===== config.mk =====
export PLATFORM = sky130hd
export DESIGN_NAME = transmit_cgrundey_flat
export DESIGN_NICKNAME = d
export VERILOG_FILES = /design/src/rtl/transmit_cgrundey_pkg.sv /design/src/rtl/transmit_cgrundey_if.sv /design/src/rtl/transmit_cgrundey_dabble_step.sv /design/src/rtl/transmit_cgrundey.sv /design/src/flat_wrapper.sv
export SDC_FILE = /design/constraint.sdc
export NUM_CORES = 1
export LEC_CHECK = 0
export ABC_AREA = 1
export CAP_MARGIN = 10
export CORE_AREA = 2 2 61 63
export CTS_BUF_LIST = sky130_fd_sc_hd__clkbuf_8
export DETAILED_ROUTE_END_ITERATION = 10
export DIE_AREA = 0 0 63 65
export MAX_ROUTING_LAYER = met4
export PLACE_DENSITY = 0.84
export RECOVER_POWER = 25
export SYNTH_ARGS = -nofsm -noshare
export SYNTH_HDL_FRONTEND = slang
export SYNTH_SLANG_ARGS = --single-unit

===== constraint.sdc =====
create_clock -name clk -period 3.6 [get_ports clk]
set_input_delay 0.72 -clock clk [delete_from_list [all_inputs] [get_ports clk]]
set_output_delay 0.72 -clock clk [all_outputs]
set_load 0.02 [all_outputs]

===== src/rtl/transmit_cgrundey_pkg.sv =====
// Shared types and constants for the transmit frame builder.
package transmit_cgrundey_pkg;

    localparam int unsigned BIN_W        = 6;
    localparam int unsigned FRAME_W      = 12;
    localparam int unsigned MAX_VAL      = 39;
    localparam int unsigned SHIFT_CYCLES = 6;
    localparam int unsigned CNT_W        = 3;
    localparam int unsigned TENS_W       = 3;
    localparam int unsigned TENS_FRAME_W = 2;
    localparam int unsigned UNITS_W      = 4;
    localparam int unsigned WORK_W       = TENS_W + UNITS_W + BIN_W;

    typedef enum logic [1:0] {
        IDLE  = 2'd0,
        SHIFT = 2'd1,
        HOLD  = 2'd2
    } state_e;

    // Double-dabble working vector, shifted left as one unit.
    typedef struct packed {
        logic [TENS_W-1:0]  tens;
        logic [UNITS_W-1:0] units;
        logic [BIN_W-1:0]   bin;
    } work_t;

    // Outgoing frame payload.
    typedef struct packed {
        logic [BIN_W-1:0]        bin;
        logic [TENS_FRAME_W-1:0] tens;
        logic [UNITS_W-1:0]      units;
    } frame_t;

    function automatic logic in_range(input logic [BIN_W-1:0] v);
        return v <= BIN_W'(MAX_VAL);
    endfunction

endpackage


===== src/rtl/transmit_cgrundey_if.sv =====
// Upstream value handshake and downstream frame handshake of the transmit frame builder.
// err_inject exists only when TX_ERR_INJECT_EN is defined.
interface transmit_cgrundey_if;
    import transmit_cgrundey_pkg::*;

    logic [BIN_W-1:0]   data_in;
    logic               data_valid;
    logic               data_ready;
    logic [FRAME_W-1:0] frame_out;
    logic               frame_valid;
    logic               frame_ack;
    logic               range_err;
`ifdef TX_ERR_INJECT_EN
    logic               err_inject;
`endif

    modport master (
`ifdef TX_ERR_INJECT_EN
        output err_inject,
`endif
        output data_in, data_valid, frame_ack,
        input  data_ready, frame_out, frame_valid, range_err
    );

    modport slave (
`ifdef TX_ERR_INJECT_EN
        input  err_inject,
`endif
        input  data_in, data_valid, frame_ack,
        output data_ready, frame_out, frame_valid, range_err
    );

endinterface


===== src/rtl/transmit_cgrundey_dabble_step.sv =====
// One double-dabble iteration: add-3 correction on units, then one-bit left shift.
module dabble_step_cgrundey
    import transmit_cgrundey_pkg::*;
(
    input  work_t work,
    output work_t work_next_c
);

    work_t corr;

    always_comb begin
        corr = work;
        if (work.units >= UNITS_W'(5)) begin
            corr.units = work.units + UNITS_W'(3);
        end
        work_next_c = {corr[WORK_W-2:0], 1'b0};
        // Tens MSB is sticky; it never sets for in-range inputs.
        work_next_c.tens[TENS_W-1] = corr.tens[TENS_W-1] | corr.tens[TENS_W-2];
    end

endmodule


===== src/rtl/transmit_cgrundey.sv =====
// Transmit frame builder: binary 0..39 -> {binary, BCD} frame via a 6-cycle double-dabble.
// Build macro TX_ERR_INJECT_EN adds err_inject, which flips frame bit 6 of the tagged frame.
module transmit_cgrundey
    import transmit_cgrundey_pkg::*;
(
    input logic          clk,
    input logic          rst_n,
    transmit_cgrundey_if.slave bus
);

    localparam logic [CNT_W-1:0] LAST_ITER = CNT_W'(SHIFT_CYCLES - 1);

    state_e           state_q, state_d;
    logic [CNT_W-1:0] cnt_q, cnt_d;
    work_t            work_q, work_d, work_step_c;
    logic [BIN_W-1:0] bin_q, bin_d;
    frame_t           frame_q, frame_d;
    logic             valid_q, valid_d;
    logic             rerr_q, rerr_d;
`ifdef TX_ERR_INJECT_EN
    logic             inj_q, inj_d;
`endif

    dabble_step_cgrundey u_step (
        .work        (work_q),
        .work_next_c (work_step_c)
    );

    always_ff @(posedge clk or negedge rst_n) begin
        if (!rst_n) begin
            state_q <= IDLE;
            cnt_q   <= '0;
            work_q  <= '0;
            bin_q   <= '0;
            frame_q <= '0;
            valid_q <= 1'b0;
            rerr_q  <= 1'b0;
`ifdef TX_ERR_INJECT_EN
            inj_q   <= 1'b0;
`endif
        end else begin
            state_q <= state_d;
            cnt_q   <= cnt_d;
            work_q  <= work_d;
            bin_q   <= bin_d;
            frame_q <= frame_d;
            valid_q <= valid_d;
            rerr_q  <= rerr_d;
`ifdef TX_ERR_INJECT_EN
            inj_q   <= inj_d;
`endif
        end
    end

    // Next-state and datapath; range_err is a single-cycle pulse by default.
    always_comb begin
        state_d = state_q;
        cnt_d   = cnt_q;
        work_d  = work_q;
        bin_d   = bin_q;
        frame_d = frame_q;
        valid_d = valid_q;
        rerr_d  = 1'b0;
`ifdef TX_ERR_INJECT_EN
        inj_d   = inj_q;
`endif

        unique case (state_q)
            IDLE: begin
                if (bus.data_valid) begin
                    if (in_range(bus.data_in)) begin
                        work_d.tens  = '0;
                        work_d.units = '0;
                        work_d.bin   = bus.data_in;
                        bin_d        = bus.data_in;
                        cnt_d        = '0;
                        state_d      = SHIFT;
`ifdef TX_ERR_INJECT_EN
                        inj_d        = bus.err_inject;
`endif
                    end else begin
                        rerr_d = 1'b1;
                    end
                end
            end

            SHIFT: begin
                work_d = work_step_c;
                cnt_d  = cnt_q + CNT_W'(1);
                if (cnt_q == LAST_ITER) begin
                    frame_d.bin   = bin_q;
                    frame_d.tens  = work_step_c.tens[TENS_FRAME_W-1:0];
                    frame_d.units = work_step_c.units;
`ifdef TX_ERR_INJECT_EN
                    frame_d.bin[0] = bin_q[0] ^ inj_q;
`endif
                    cnt_d   = '0;
                    valid_d = 1'b1;
                    state_d = HOLD;
                end
            end

            HOLD: begin
                if (bus.frame_ack) begin
                    valid_d = 1'b0;
                    state_d = IDLE;
                end
            end

            default: begin
                state_d = IDLE;
                valid_d = 1'b0;
            end
        endcase
    end

    assign bus.data_ready  = (state_q == IDLE);
    assign bus.frame_out   = frame_q;
    assign bus.frame_valid = valid_q;
    assign bus.range_err   = rerr_q;

endmodule


===== src/flat_wrapper.sv =====
// flat-port wrapper written by rule: the top's interface ports become plain ports
module transmit_cgrundey_flat import transmit_cgrundey_pkg::*;
  (clk, rst_n, bus_data_in, bus_data_valid, bus_frame_ack, bus_data_ready, bus_frame_out, bus_frame_valid, bus_range_err);
  transmit_cgrundey_if bus_i ();
  input logic clk;
  input logic rst_n;
  input wire logic [$bits(bus_i.data_in)-1:0] bus_data_in;
  input wire logic [$bits(bus_i.data_valid)-1:0] bus_data_valid;
  input wire logic [$bits(bus_i.frame_ack)-1:0] bus_frame_ack;
  output wire logic [$bits(bus_i.data_ready)-1:0] bus_data_ready;
  output wire logic [$bits(bus_i.frame_out)-1:0] bus_frame_out;
  output wire logic [$bits(bus_i.frame_valid)-1:0] bus_frame_valid;
  output wire logic [$bits(bus_i.range_err)-1:0] bus_range_err;
  assign bus_i.data_in = bus_data_in;
  assign bus_i.data_valid = bus_data_valid;
  assign bus_i.frame_ack = bus_frame_ack;
  assign bus_data_ready = bus_i.data_ready;
  assign bus_frame_out = bus_i.frame_out;
  assign bus_frame_valid = bus_i.frame_valid;
  assign bus_range_err = bus_i.range_err;
  transmit_cgrundey u_core (.clk(clk), .rst_n(rst_n), .bus(bus_i));
endmodule

# Yosys cells after proc, flatten, opt, wreduce, memory -nomap -nowiden

Index checks and enable logic that the tools add are counted.

Flip-flop bits (word level): 38
Bits of input ports: 10
Output and inout bits: 15
Logic and storage cells: 50

Add/subtract/negate cells: 2
$lt $le $gt $ge: 2
Eq/ne operators: 7
Multiplexer cells: 19
Bitwise gates (word level): 2
Reductions and logical operators: 7

Operators with widths:

| operator                                                                             | count |
|---|---|
| 13-bit 2-to-1 mux                                                                    | 2 |
| 13-bit case mux with 2 select lines                                                  | 1 |
| 3-bit 2-to-1 mux                                                                     | 3 |
| 3-bit AND reduction                                                                  | 3 |
| 2-bit 2-to-1 mux                                                                     | 4 |
| 6-bit less-or-equal comparator (second input constant)                               | 1 |
| 2-bit case mux with 3 select lines                                                   | 1 |
| 3-bit case mux with 2 select lines                                                   | 1 |
| 1-bit 2-to-1 mux                                                                     | 5 |
| 4-bit by 2-bit adder with 4-bit output (second input constant)                       | 1 |
| 4-bit by 3-bit greater-or-equal comparator with 1-bit output (second input constant) | 1 |
| 4-bit 2-to-1 mux                                                                     | 1 |
| 2-bit by 1-bit != test with 1-bit output (second input constant)                     | 2 |
| 2-bit != test (second input constant)                                                | 2 |
| 4-bit AND reduction                                                                  | 1 |
| 3-bit by 1-bit adder with 3-bit output (second input constant)                       | 1 |
| 3-bit equality test (second input constant)                                          | 1 |
| 1-bit case mux with 3 select lines                                                   | 1 |
| 2-bit by 1-bit equality test with 1-bit output (second input constant)               | 1 |
| 2-bit equality test (second input constant)                                          | 1 |
| 2-bit logical NOT                                                                    | 1 |
| 2-bit AND reduction                                                                  | 1 |
| 2-bit nonzero test                                                                   | 1 |
| 1-bit NOT                                                                            | 1 |
| 1-bit bitwise OR                                                                     | 1 |

# Logic depth before layout (Yosys ltp)

Gate-level depths: netlist of the first run.

Depth in word-level cells: 4
Depth in mapped cells: 8
Mapped depth without buffers: 8

# By module

Synthesis of the first run repeated with hierarchy kept, for this count alone.

Cells, all modules: 227
Area, all modules: 1903.1 um2

Modules (own cells, without submodules):

| module               | times used | cells each | area each (um2) | seq. area each (um2) |
|---|---|---|---|---|
| transmit_cgrundey    | 1          | 194        | 1697.9          | 950.9 |
| dabble_step_cgrundey | 1          | 33         | 205.2           | 0.0 |

# Worst setup path before layout of the first run

OpenSTA, ideal clock, no wires.

Path type: register to output
Start point: register u_core.state_q[1]
End point: output port bus_data_ready
Data arrival time: 0.740 ns
Data required time: 2.880 ns
Path slack: 2.140 ns
Cell stages (with the launch flop): 2
Buffers on the path: 0
Cell sequence: dfrtp_1 nor2_1

Word-level cells in the longest chain between the ends: 1

RTL lines:

| element                | line                     | RTL |
|---|---|---|
| from (decl)            | transmit_cgrundey.sv:13  | `state_e state_q, state_d;` |
| from (signal assigned) | transmit_cgrundey.sv:42  | `state_q <= state_d;` |
| 2-bit logical NOT      | transmit_cgrundey.sv:117 | `assign bus.data_ready = (state_q == IDLE);` |
| to (decl)              | flat_wrapper.sv:10       | `output wire logic [$bits(bus_i.data_ready)-1:0] bus_data_ready;` |

Every way passes these cells.

==> metrics.md, run 1 <==
| Metric | Value |
|---|---|
| Worst hold slack | `about 480 ps` |
| DRC violation count after routing | `0` |
| Number of endpoints failing setup at the final stage | `0` |
| Area delta synth->final | `20.6%` |
| Setup repair after global routing missed its margin | `false` |
| Power density of the placed cells | `around 870 nW/µm²` |
| Max rail drop VDD | `approximately 330 µV` |
| Worst rel slew slack | `-21.1%` |
| Element type at the critical path end | `asynchronous set/reset pin` |
| Worst stage delay on the critical path | `around 1300 ps` |
| Critical path's slowest cell | `clkbuf_1` |
| CTS clk-pin slew, worst paths | `about 70 ps` |
| Die Y-Extent | `between 60 and 70 µm` |
| Top library cells by usage in the layout, fill and taps aside | `nand2_1 (92), dfrtp_1 (36), nand3_1 (25)` |
| Post-Syn Area per Cell | `8.28 µm²` |
| First-pass GRT wire length | `between 5000 and 6000 µm` |
| CP startpoint kind | `input port` |
| Required time reported for the critical path endpoint | `about 3700 ps` |
| Number of top-level design ports | `25` |
| Fraction of final layout cells with drive strength greater than 1 | `6.70%` |
| Setup TNS Final | `0 ps` |
| Total Nets Final | `236` |
| CP cell instances | `dlygate4sd3_1 > clkbuf_1` |
| CTS root buf | `clkbuf_8` |
| Worst path bufs/invs | `2` |
| Total core area | `3500 µm²` |
| Number of sinks on the clock net | `36` |
| Number of global-route vias before repair | `1,314` |
| Leakage power total | `roughly 1 nW` |
| Post-CTS sizing | `0` |
| Leading cell type in the layout, fill and taps excluded | `nand2_1` |
| Hold buffer count at cts | `0` |
| Slew at the pin closest to its max-slew limit | `about 1800 ps` |
| Synth Net Count | `210` |
| Flops & latches, synth | `36` |
| DP Wirelength | `approximately 2300 µm` |
| Starting Density | `around 47%` |
| Fin crit share | `between 60% and 70%` |
| TritonCTS clock tree | `built` |
| Slew Viols, Final | `37` |
| CP top delay family | `buffers and inverters` |
| Worst Path Class, Setup | `in2async` |
| Number of detailed-routing iterations run before antenna repair | `4` |
| Max-capacitance violation count | `1` |
| Final hold viol count | `0` |
| Via Count | `about 1.4k` |
| Synthesized area | `about 1600 µm²` |
| Worst-skew pair later-pin latency | `between 200 and 300 ps` |
| Max Freq | `~400 MHz` |
| Vias per cell | `about 5` |
| Number of input and output port buffers inserted | `24` |
| Crit path time final | `~2500 ps` |
| Routed wire length | `about 3300 µm` |
| Skew final | `~3 ps` |
| TritonCTS buffer count | `5` |
| Number of different library cells in the post-synthesis netlist | `20` |
| Initial antenna violation count | `0` |
| Result of the run | `finished with violations` |
| Die Footprint | `a little over 4000 µm²` |
| N_diodes | `0` |
| Synthesis Warnings | `0` |
| Sequential area share after synthesis | `around 55%` |
| Arrival time worst endpoint | `approximately 2600 ps` |
| Number of buffers between clock root and the deepest sink | `2` |
| Number of instances in the synthesized netlist | `between 150 and 200` |
| Maximum level of the CTS H-tree | `2` |
| Filler Cell Count | `between 300 and 400` |
| Average detailed-routed wire length per instance | `between 10 and 15 µm` |
| Gp weighted congestion | `0.763` |
| Number of routed nets with antenna violations | `0` |
| Post-CTS setup buffer count | `0` |
| Total grt overflow | `0` |
| Initial drt markers | `74` |
| Violations in the final reports | `capacitance limit, slew limit` |
| FP Rows | `22` |
| Type of the tightest min-delay check | `reg2reg` |
| Die W | `about 63 µm` |
| Largest net degree at the start of global routing | `37` |
| Maximum fanout along the worst path | `36` |
| Overall global routing resource usage | `a little under a fifth` |
sequential cells by signal (all words and copies together), names as in the netlist:
signal,cells
u_core.bus.frame_out,12
u_core.bus.frame_valid,1
u_core.cnt_q,3
u_core.state_q,2
u_core.bin_q,6
u_core.work_q,11
u_core.bus.range_err,1
worst register-to-register path: cells and delay by family (launching register included):
family | cells | cell delay, ps
and+or+nand+nor | 2 | 750
DFF | 1 | 400
AOI/OAI and AO/OA | 1 | 260
buffers and inverters | 2 | 510
metrics by stage:
step | utilization (%) | setup slack [ps] | area [µm²] | std cells | power (mW)
4_1_cts | 56.7 | 1330 | 1980 | 272 | 1.73
5_1_grt | 56.6 | 631 | 1980 | 272 | 1.85
3_5_place_dp | 54.5 | 1290 | 1900 | 265 | 1.45
6_report | 56.6 | 1100 | 1980 | 272 | 1.71
3_3_place_gp | 54.5 | 1360 | 1900 | 265 | 1.42
2_1_floorplan | - | 2140 | 1640 | 198 | 1.21
cell usage after synthesis (all sizes together):
cell / n / area share (%)
nand2: 93 / 21
inv: 12 / 2.7
nand4: 3 / 1.1
dfrtp: 36 / 55
o21ai: 9 / 3.0
buf: 6 / 2.7
nand3: 26 / 8.2
nor2: 6 / 2.3
a21oi: 3 / 1.1
o31ai: 1 / 0.46
ha: 2 / 1.5
o21a: 1 / 0.46
cells by family after synthesis:
family,Yosys count,share of synthesized area [%]
flip-flops,36,54.9
buffers and inverters,18,5.42
AO/OA/AOI/OAI,14,5.03
adder cells (fa/ha/maj),2,1.53
AND/OR/NAND/NOR,128,33.1
final timing paths:
check / start / endpoint / slack, ps / cells past startpoint
setup / recovery: rst_n / u_core.bin_q[3]$_DFFE_PN0P_ / 1100 / 2
hold / removal: u_core.bin_q[5]$_DFFE_PN0P_ / u_core.bus.frame_out[11]$_DFFE_PN0P_ / 480 / 2
setup reg to reg: u_core.state_q[1]$_DFFE_PN0P_ / u_core.bus.frame_out[6]$_DFFE_PN0P_ / 1580 / 5
hold reg to reg: u_core.bin_q[5]$_DFFE_PN0P_ / u_core.bus.frame_out[11]$_DFFE_PN0P_ / 480 / 2
max in group clk: u_core.state_q[1]$_DFFE_PN0P_ / bus_data_ready / 1330 / 2
min in group asynchronous: rst_n / u_core.bus.frame_out[6]$_DFFE_PN0P_ / 1450 / 2
report_power, final:
part,switching [mW],internal (mW),leakage (nW)
Sequential,0.116,0.576,0.460
Combinational,0.459,0.291,0.517
Clock,0.142,0.129,0.0452
cell type report:
| class | count | area, µm² | area share [%] |
|---|---|---|---|
| Clock buffer | 5 | 68.8 | 3.48 |
| Clock inverter | 2 | 8.76 | 0.443 |
| Inverter | 12 | 45.0 | 2.28 |
| Multi-Input combinational cell | 144 | 651 | 32.9 |
| Sequential cell | 36 | 901 | 45.5 |
| Tap cell | 48 | 60.1 | 3.04 |
| Timing Repair Buffer | 25 | 244 | 12.3 |
metal layers:
layer / global-route usage [%] / part of all wire, %
met5: - / 0
met4: 10.3 / 2.4
met3: 5.21 / 5.3
met2: 30.2 / 47
met1: 22.2 / 45
(Power assumes the default switching activity.)
==> run 2, diff against run 1 <==
Clock period 3.6 ns to 2.3 ns, I/O delays scaled along.
==> metrics.md, run 2 (same netlist as run 1, synthesis figures left out) <==
| Metric | Value |
|---|---|
| Hold Path Origin | `u_core.bin_q[3]$_DFFE_PN0P_` |
| Number of endpoints failing setup at the final stage | `0 (unchanged)` |
| Final standard cell utilization of the core | `57.6% (+1.0 points)` |
| CP startpoint kind | `register` |
| Skew final | `9.08 ps (+6.09 ps)` |
| TritonCTS clock tree | `built` |
| Initial drt markers | `93 (+26%)` |
| Die W | `63 µm (unchanged)` |
| Total core area | `3500 µm² (unchanged)` |
| Largest net degree at the start of global routing | `37 (unchanged)` |
| Required time reported for the critical path endpoint | `1840 ps (-1820 ps)` |
| Flip-flop count of the largest register, all copies and words added | `12 (unchanged)` |
| Total grt overflow | `0 (unchanged)` |
| Number of routed nets with antenna violations | `0 (unchanged)` |
| Final hold viol count | `0 (unchanged)` |
| Fraction of final layout cells with drive strength greater than 1 | `8.41% (+1.7 points)` |
| Number of placed cells counting well taps | `267 (+0.75%)` |
| Worst hold slack | `475 ps (-4.26 ps)` |
| Via Count | `1,379 (+0.95%)` |
| Average detailed-routed wire length per instance | `11.5 µm (-4.4%)` |
| Top library cells by usage in the layout, fill and taps aside | `nand2_1 (92), dfrtp_1 (36), nand3_1 (25)` |
| Setup TNS Final | `0 ps (unchanged)` |
| Critical path's slowest cell | `clkdlybuf4s50_1` |
| Post-CTS setup buffer count | `0 (unchanged)` |
| Filler Cell Count | `323 (-1.8%)` |
| Post-CTS sizing | `0 (unchanged)` |
| DP Wirelength | `2190 µm (-2.7%)` |
| TritonCTS buffer count | `5 (unchanged)` |
| Vias per cell | `5.03 (+0.21%)` |
| Area delta synth->final | `22.7%` |
| Worst path bufs/invs | `1 (-1)` |
| Number of buffers between clock root and the deepest sink | `2 (unchanged)` |
| Critical path startpoint | `u_core.state_q[1]$_DFFE_PN0P_` |
| Worst Path Class, Setup | `reg2out` |
| Type of the tightest min-delay check | `reg2reg` |
| Leakage power total | `1.04 nW (+1.7%)` |
| Initial antenna violation count | `0 (unchanged)` |
| Slew at the pin closest to its max-slew limit | `866 ps (-950 ps)` |
| Number of detailed-routing iterations run before antenna repair | `4 (unchanged)` |
| Leading cell type in the layout, fill and taps excluded | `nand2_1` |
| Die Y-Extent | `65 µm (unchanged)` |
| Max rail drop VDD | `447 µV (+34%)` |
| Number of input and output port buffers inserted | `24 (unchanged)` |
| Final instance count without filler cells | `274 (+0.74%)` |
| Number of sinks on the clock net | `36 (unchanged)` |
| Power density of the placed cells | `1360 nW/µm² (+57%)` |
| Crit path time final | `2020 ps` |
| Slew Viols, Final | `0 (-100%)` |
| N_diodes | `0 (unchanged)` |
| Number of global-route vias before repair | `1,248 (-5.0%)` |
| Maximum fanout along the worst path | `3 (-92%)` |
| FP Rows | `22 (unchanged)` |
| CP cell instances | `nor2_1 > clkdlybuf4s50_1` |
| Result of the run | `completed` |
| Worst stage delay on the critical path | `650 ps (-650 ps)` |
| Number of top-level design ports | `25 (unchanged)` |
| DRC violation count after routing | `0 (unchanged)` |
| Worst-skew pair later-pin latency | `290 ps (about the same)` |
| Hold buffer count at cts | `0 (unchanged)` |
| Element type at the critical path end | `output pin` |
| Gp weighted congestion | `0.730 (-4.2%)` |
| Worst reg2reg path startpoint | `u_core.state_q[1]$_DFFE_PN0P_` |
| Die Footprint | `4100 µm² (unchanged)` |
| Setup repair after global routing missed its margin | `false` |
| Arrival time worst endpoint | `1560 ps (-990 ps)` |
| Worst rel slew slack | `42.3% (+63 points)` |
| Max Freq | `496 MHz` |
| CTS root buf | `clkbuf_8` |
| CTS clk-pin slew, worst paths | `70 ps (about the same)` |
| CP top delay family | `buffers and inverters` |
| Maximum level of the CTS H-tree | `2 (unchanged)` |
| Routed wire length | `3160 µm (-3.7%)` |
| Starting Density | `46.9% (unchanged)` |
| Fin crit share | `about 88%` |
| Max-capacitance violation count | `0 (-1)` |
| Overall global routing resource usage | `18.3% (-0.79 points)` |
| Total Nets Final | `238 (+0.85%)` |
| First-pass GRT wire length | `5480 µm (-4.9%)` |
-- run 2: cell count changes in the layout (fill, tap and decap cells not counted) --
cell / delta
clkbuf_1: -1
clkbuf_2: +1
inv_1: -1
clkinv_2: -1
buf_4: +2
clkbuf_8: +2
-- run 2: where the power goes --
part	internal, mW	total, mW	switching, mW
sequential	0.902	1.09	0.187
combinational	0.470	1.18	0.707
clock	0.266	0.472	0.206
-- run 2: worst paths after layout --
path | cells after the start | slack [ps] | endpoint
worst max-delay path | 2 | 280 | bus_data_ready
worst min-delay path | 2 | 480 | u_core.bus.frame_out[9]$_DFFE_PN0P_
worst max register to register | 6 | 810 | u_core.bus.frame_out[4]$_DFFE_PN0P_
worst min register to register | 2 | 480 | u_core.bus.frame_out[9]$_DFFE_PN0P_
max in group asynchronous | 2 | 940 | u_core.bus.frame_out[3]$_DFFE_PN0P_
min in group asynchronous | 2 | 800 | u_core.bus.frame_out[7]$_DFFE_PN0P_
-- run 2: through the flow --
stage	worst slack [ps]	power (mW)	cell area, µm²
final	282	2.74	2010
after global placement	452	2.24	1920
after detailed placement	440	2.28	1920
after floorplan	1000	1.90	1640
after CTS	283	2.76	2020
after global routing	183	2.97	2010
-- run 2: metal layers --
layer | vias up | track usage (%) | share of wire [%]
li1 | 686 | - | -
met1 | 642 | 21.6 | 45
met2 | 45 | 28.5 | 48
met3 | 6 | 5.03 | 5.3
met4 | 0 | 10.0 | 2.4
met5 | - | - | 0
-- run 2: worst min-delay path, stage by stage (launching register included) --
cell	delay (ps)
dfrtp_1	350
nand2_1	50
nand2_1	40
-- run 2: cell type report --
class / count / area [µm²] / area share, %
flip-flops and latches: 36 / 901 / 44.7
multi-input cells: 144 / 651 / 32.3
clock buffers: 7 / 96.3 / 4.79
inverters: 12 / 45.0 / 2.24
repair buffers: 27 / 260 / 12.9
well taps: 48 / 60.1 / 2.98
==> run 3, diff against run 2 <==
Settings changed: GPL_TIMING_DRIVEN set to 0.
==> metrics.md, run 3 (same netlist as run 1, synthesis figures left out) <==
| Metric | Value |
|---|---|
| Setup slack after layout | `315 ps (+32.6 ps)` |
| Final cell area excluding filler cells | `2040 µm² (+1.4%)` |
| CP startpoint kind | `register` |
| R2R cell count | `8 (+2)` |
| Skew final | `10.9 ps (+1.80 ps)` |
| Cells on Worst Hold Path | `2 (unchanged)` |
| Vias per cell | `4.95 (-1.7%)` |
| Largest net degree at the start of global routing | `37 (unchanged)` |
| Area delta synth->final | `24.5%` |
| Routed wire length | `3230 µm (+2.2%)` |
| N_diodes | `0 (unchanged)` |
| Maximum fanout along the worst path | `4 (+1)` |
| First-pass GRT wire length | `5630 µm (+2.8%)` |
| Number of endpoints failing setup at the final stage | `0 (unchanged)` |
| Leakage power total | `1.06 nW (+1.8%)` |
| CTS clk-pin slew, worst paths | `70 ps (about the same)` |
| Worst-skew pair later-pin latency | `290 ps (about the same)` |
| Initial drt markers | `96 (+3.2%)` |
| Gp weighted congestion | `0.857 (+17%)` |
| Worst rel slew slack | `-22.0% (-64 points)` |
| Hold buffer count at cts | `0 (unchanged)` |
| Worst stage delay on the critical path | `640 ps (about the same)` |
| Critical path's slowest cell | `clkdlybuf4s50_1` |
| Number of top-level design ports | `25 (unchanged)` |
| Die W | `63 µm (unchanged)` |
| DRC violation count after routing | `0 (unchanged)` |
| Final standard cell utilization of the core | `58.4% (+0.82 points)` |
| Most crowded layer after global routing | `met2` |
| Element type at the critical path end | `output pin` |
| Overall global routing resource usage | `18.9% (+0.61 points)` |
| Max rail drop VDD | `541 µV (+21%)` |
| Hold Path Origin | `u_core.bus.frame_out[1]$_DFFE_PN0P_` |
| Die Y-Extent | `65 µm (unchanged)` |
| Power consumption | `2.84 mW (+3.6%)` |
| Final hold viol count | `0 (unchanged)` |
| Final instance count without filler cells | `278 (+1.5%)` |
| Post-CTS sizing | `0 (unchanged)` |
| Post-CTS setup buffer count | `0 (unchanged)` |
| Violations in the final reports | `capacitance limit, slew limit` |
| FP Rows | `22 (unchanged)` |
| Arrival time worst endpoint | `1530 ps (-30 ps)` |
| Worst Path Class, Setup | `reg2out` |
| DP Wirelength | `2330 µm (+6.1%)` |
| Number of routed nets with antenna violations | `0 (unchanged)` |
| Slew Viols, Final | `37 (+37)` |
| Global-route track usage on met3 | `6.08% (+1.0 points)` |
| Met1 usage | `21.6% (+0.064 points)` |
| CTS root buf | `clkbuf_8` |
| Post-detailed-placement cell area | `1940 µm² (+0.85%)` |
| Power density of the placed cells | `1390 nW/µm² (+2.2%)` |
| Worst reg2reg path endpoint | `u_core.work_q[8]$_DFFE_PN0P_` |
| Number of sinks on the clock net | `36 (unchanged)` |
| Number of placed cells counting well taps | `270 (+1.1%)` |
| Via Count | `1,375 (-0.29%)` |
| Flip-flop count of the largest register, all copies and words added | `12 (unchanged)` |
| Average detailed-routed wire length per instance | `11.6 µm (+0.75%)` |
| Worst reg2reg path startpoint | `u_core.work_q[6]$_DFFE_PN0P_` |
| Total core area | `3500 µm² (unchanged)` |
| Storage element area | `901 µm² (unchanged)` |
| Required time reported for the critical path endpoint | `1840 ps (about the same)` |
| Setup TNS Final | `0 ps (unchanged)` |
| Fraction of final layout cells with drive strength greater than 1 | `9.57% (+1.2 points)` |
| Crit path time final | `1990 ps (-32.6 ps)` |
| Max-capacitance violation count | `1 (+1)` |
| Leading cell type in the layout, fill and taps excluded | `nand2_1` |
| Starting Density | `46.9% (unchanged)` |
| CP cell instances | `nor2_1 > clkdlybuf4s50_1` |
| Type of the tightest min-delay check | `reg2reg` |
| Result of the run | `finished with violations` |
| Worst hold slack | `476 ps (+1.06 ps)` |
| TritonCTS clock tree | `built` |
| Total Nets Final | `241 (+1.3%)` |
| Met2 layer usage reported by global route | `29.3% (+0.80 points)` |
| Area of combinational cells with multiple inputs | `651 µm² (unchanged)` |
| Slew at the pin closest to its max-slew limit | `1830 ps (+964 ps)` |
| Register-to-register setup slack | `950 ps (+140 ps)` |
| Setup repair after global routing missed its margin | `false` |
| TritonCTS buffer count | `5 (unchanged)` |
| Pre-CTS setup slack | `477 ps (+36.4 ps)` |
| Total grt overflow | `0 (unchanged)` |
| Filler Cell Count | `310 (-4.0%)` |
| Number of detailed-routing iterations run before antenna repair | `4 (unchanged)` |
| Number of buffers between clock root and the deepest sink | `2 (unchanged)` |
| Initial antenna violation count | `0 (unchanged)` |
| Max Freq | `504 MHz (+1.6%)` |
| Maximum level of the CTS H-tree | `2 (unchanged)` |
| Number of global-route vias before repair | `1,293 (+3.6%)` |
| Worst Hold Path EP | `u_core.bus.frame_out[1]$_DFFE_PN0P_` |
| Die Footprint | `4100 µm² (unchanged)` |
| Fin crit share | `86.3% (-1.4 points)` |
| Top library cells by usage in the layout, fill and taps aside | `nand2_1 (92), dfrtp_1 (36), nand3_1 (25)` |
| Number of input and output port buffers inserted | `24 (unchanged)` |
run 3: cell count changes in the layout (fill, tap and decap cells not counted), sizes merged:
cell         previous run  this run
buf                     2         6
clkbuf                  8         6
bufinv                  0         1
clkinv                  0         1
dlygate4sd3             1         0
inv                    12        13
run 3: layer usage:
metal,wire length (µm),up-vias
li1,-,697
met1,1490,645
met2,1530,29
met3,135,4
met4,76,0
met5,0,-
run 3: worst max path at each step:
stage / startpoint / slack (ps) / cells after the start / end
6_report: u_core.state_q[0]$_DFFE_PN0P_ / 310 / 2 / bus_data_ready
3_3_place_gp: rst_n / 30 / 1 / u_core.bus.frame_out[2]$_DFFE_PN0P_
5_1_grt: rst_n / 210 / 1 / u_core.bus.frame_out[3]$_DFFE_PN0P_
2_1_floorplan: u_core.state_q[1]$_DFFE_PN0P_ / 1000 / 5 / u_core.bin_q[0]$_DFFE_PN0P_
3_5_place_dp: bus_data_in[3] / 480 / 6 / u_core.work_q[6]$_DFFE_PN0P_
4_1_cts: u_core.state_q[1]$_DFFE_PN0P_ / 300 / 2 / bus_data_ready
run 3: layout make-up:
cell class	instances	area share, %
Multi-Input combinational cell	144	31.9
Clock buffer	5	3.37
Buffer	6	2.14
Clock inverter	3	1.90
Timing Repair Buffer	24	11.5
Inverter	12	2.21
Sequential cell	36	44.1
Tap cell	48	2.94
run 3: critical path, delay by kind of cell (launching register included):
kind | cells | cell delay [ps]
buf+inv | 1 | 640
flops | 1 | 400
simple gates | 1 | 190
run 3: where the power goes:
group | switching [mW] | internal [mW] | leakage [nW]
logic | 0.727 | 0.497 | 0.539
clock network | 0.215 | 0.317 | 0.0593
registers | 0.180 | 0.902 | 0.460
